--- config.mk ---
export PLATFORM = sky130hd
export DESIGN_NAME = mux_16
export DESIGN_NICKNAME = d
export VERILOG_FILES = /design/src/rtl/mux_16.sv
export SDC_FILE = /design/constraint.sdc
export NUM_CORES = 1
export LEC_CHECK = 0
export CAP_MARGIN = 0
export CORE_AREA = 2 2 213 215
export DETAILED_ROUTE_END_ITERATION = 12
export DIE_AREA = 0 0 215 217
export RECOVER_POWER = 100
export SETUP_SLACK_MARGIN = 0.5
export SYNTH_ARGS = -nofsm -noshare
export SYNTH_HDL_FRONTEND = slang
export SYNTH_SLANG_ARGS = --single-unit
export TNS_END_PERCENT = 100
--- constraint.sdc ---
create_clock -name vclk -period 1.75
set_input_delay 0.2625 -clock vclk [all_inputs]
set_output_delay 0.2625 -clock vclk [all_outputs]
set_load 0.005 [all_outputs]
--- src/rtl/mux_16.sv ---
// 16-to-1 data selector; combinational by default, optional one-cycle output register.
module mux_16 #(
   parameter int unsigned BITS       = 32,
   parameter bit          REGISTERED = 1'b0
) (
   input  logic            clk,
   input  logic            nrst,
   input  logic [3:0]      addr,
   input  logic [BITS-1:0] in0,
   input  logic [BITS-1:0] in1,
   input  logic [BITS-1:0] in2,
   input  logic [BITS-1:0] in3,
   input  logic [BITS-1:0] in4,
   input  logic [BITS-1:0] in5,
   input  logic [BITS-1:0] in6,
   input  logic [BITS-1:0] in7,
   input  logic [BITS-1:0] in8,
   input  logic [BITS-1:0] in9,
   input  logic [BITS-1:0] in10,
   input  logic [BITS-1:0] in11,
   input  logic [BITS-1:0] in12,
   input  logic [BITS-1:0] in13,
   input  logic [BITS-1:0] in14,
   input  logic [BITS-1:0] in15,
   output logic [BITS-1:0] out
);

   logic [BITS-1:0] sel;

   // Explicit decode of every select code; the zero default only covers an unknown addr.
   always_comb begin
      sel = '0;
      case (addr)
         4'd0:  sel = in0;
         4'd1:  sel = in1;
         4'd2:  sel = in2;
         4'd3:  sel = in3;
         4'd4:  sel = in4;
         4'd5:  sel = in5;
         4'd6:  sel = in6;
         4'd7:  sel = in7;
         4'd8:  sel = in8;
         4'd9:  sel = in9;
         4'd10: sel = in10;
         4'd11: sel = in11;
         4'd12: sel = in12;
         4'd13: sel = in13;
         4'd14: sel = in14;
         4'd15: sel = in15;
         default: sel = '0;
      endcase
   end

   generate
      if (REGISTERED) begin : g_reg
         logic [BITS-1:0] out_q;

         // Capture the selected source each rising edge; reset clears it at once.
         always_ff @(posedge clk or negedge nrst) begin
            if (!nrst) begin
               out_q <= '0;
            end else begin
               out_q <= sel;
            end
         end

         assign out = out_q;
      end else begin : g_comb
         // Clock and reset have no role in the stateless variant.
         logic unused_ok;
         assign unused_ok = clk ^ nrst;

         assign out = sel;
      end
   endgenerate

endmodule

==> results.yml <==
status:
  status: "complete, but fails checks"
  violations: "negative setup slack"
global_routing:
  overflow: 0
  track_usage_pct: 19.85
  antenna_found_initial: 4
  grt_pass1_vias: 9303
  grt_max_degree: 41
  grt_pass1_wl_mm: 67.44
placement:
  dp_cells: 1821
  place_ws_ns: -1.233
  place_congestion: 0.9310
  hpwl_mm: 38.78
  place_area_um2: 11480
  port_buffers: 548
synth:
  ys_seq_area_share_pct: 0
  syn_inst: 607
  synth_nets: 1125
  netlist.area_leader.share_pct: 15.40
  synth_area_leaders: "a22oi_1, a22o_1, a2111oi_2, nand3_1, a221oi_1"
  yosys_warnings: 0
  synthDistinctLibCells: 46
  yosys.area.top_type: "a22oi_1"
  synth_area_um2: 4095
  syn_area_per_cell_um2: 6.747
critical_path:
  start_kind: "input port"
  crit_path_max_incr_delay_ns: 0.33
  worst_ep_arrival_time_ns: 1.95
  end_kind: "output port"
  cp.required_ns: 1.49
  path_class: "in2out"
  cp_cell_sequence: "buf_12 -> buf_12 -> buf_8 -> nor2b_4 -> buf_12 -> a22oi_1 -> o22ai_2 -> a2111oi_4 -> buf_4 -> a21oi_4 -> buf_6"
  path_common_cell: "buf_12"
  crit_fanout: 7
  critPathSlowestCell: "a22oi_1"
route:
  vias: 8909
  wl_mm: 50.73
  drt_iter0_markers: 680
  first_pass_iters: 5
  remaining_drc_errors: 0
  wl_per_cell_um: 26.67
  antenna_left: 0
  via_per_inst: 4.684
layout:
  layout.cells.most_common_list: "clkdlybuf4s50_1, buf_4, a22oi_2, nand3_1, buf_12"
  area_growth_pct: 239.7
  layout_commonest_cell: "clkdlybuf4s50_1"
  instances_no_fill: 1902
  drive_above_1_share_pct: 34.87
  seq_area_um2: 0
  nNetsFinal: 1819
  n_fill_cell: 4701
  final_area_um2: 13910
  n_sequential_cell: 0
  nClkBuffers: 0
floorplanning:
  die_h_um: 217
  core_area_um2: 44700
  initial_utilization_pct: 9.162
  rows: 78
  dieArea_um2: 46660
  pin_count: 550
  fp.dieW_um: 215
pwr:
  p_per_area_nw_per_um2: 265.5
  ir_worst_vdd_v: 0.00009953
  p_leak_nw: 5.034
  p_total_mw: 3.694
timing:
  hold_violations: 0
  period_needed_ns: 2.215
  timing.final.ws_setup_ns: -0.4646
  period_share_pct: 126.6
  drv_slew: 0
  worstMarginPinSlew_ns: 0.4511
  setup-tns-final_ns: -11.18
  timing.slew.headroom_pct: 69.93
  setup_viol: 32
  max_freq_mhz: 451.5
  rsz0062_at_grt: "yes"
worst_hold_path:
  hold_class: "in2out"
  whs_path_depth: 6
run:
  max_cap_violations: 0
routing by layer:
metal	share of wire, %	track usage (%)	up-vias
met4	3.4	5.563	0
met5	0	0	-
li1	-	-	3964
met3	6.9	3.634	84
met2	50	36.39	544
met1	40	23.56	4317
worst paths after layout:
kind,startpoint,to,slack (ns)
max,addr[1],out[3],-0.46
min,addr[1],out[19],1.18
worst max-delay path: cells and delay by family:
kind	cells	cell delay, ns
buffers and inverters	6	0.74
AND/OR/NAND/NOR	1	0.07
AO/OA/AOI/OAI	4	0.86
cells by family after synthesis:
family          Yosys count  share of synthesized area [%]
buf+inv                  86                          10.14
mux                      24                          5.866
compound gates          363                          68.32
simple gates            134                          15.67
final cells by class:
cell class | instances | area (um2) | area share, %
Antenna cell | 3 | 7.507 | 0.05396
Inverter | 3 | 16.27 | 0.1169
Multi-Input combinational cell | 522 | 5106 | 36.70
Tap cell | 600 | 750.7 | 5.396
Timing Repair Buffer | 774 | 8033 | 57.73
Yosys cell counts, types with 24 or more instances:
| cell type | number |
|---|---|
| a21oi_1 | 30 |
| a221oi_1 | 28 |
| a22o_1 | 56 |
| a22oi_1 | 84 |
| a31oi_1 | 28 |
| buf_2 | 31 |
| clkbuf_1 | 40 |
| mux2i_1 | 24 |
| nand3_1 | 50 |
| nor2_1 | 39 |
| o21ai_0 | 38 |
| o22ai_1 | 32 |
timing repair:
| action | in CTS | in global routing |
|---|---|---|
| gates cloned | 9 | 3 |
| hold buffers | 0 | 0 |
| hold endpoints to repair | 0 | 0 |
| setup buffers | 47 | 19 |
| gates resized for setup | 331 | 106 |
| setup endpoints to repair | 32 | 32 |
| pin swaps | 105 | 85 |
per-stage QoR:
stage / util, % / hold slack (ns)
after floorplan: - / 0.6338
final: 31.13 / 1.182
after global routing: 31.12 / 1.195
after detailed placement: 25.68 / 1.503
after global placement: 25.68 / 1.501
after CTS: 29.32 / 1.164
where the power goes:
| part | total, mW | internal, mW | switching, mW |
|---|---|---|---|
| registers | 0 | 0 | 0 |
| logic | 3.69 | 2.22 | 1.48 |
| clock network | 0.000000230 | 0.000000230 | 0 |
| total | 3.69 | 2.22 | 1.48 |
Note: power is estimated with default switching activity, not from simulation.
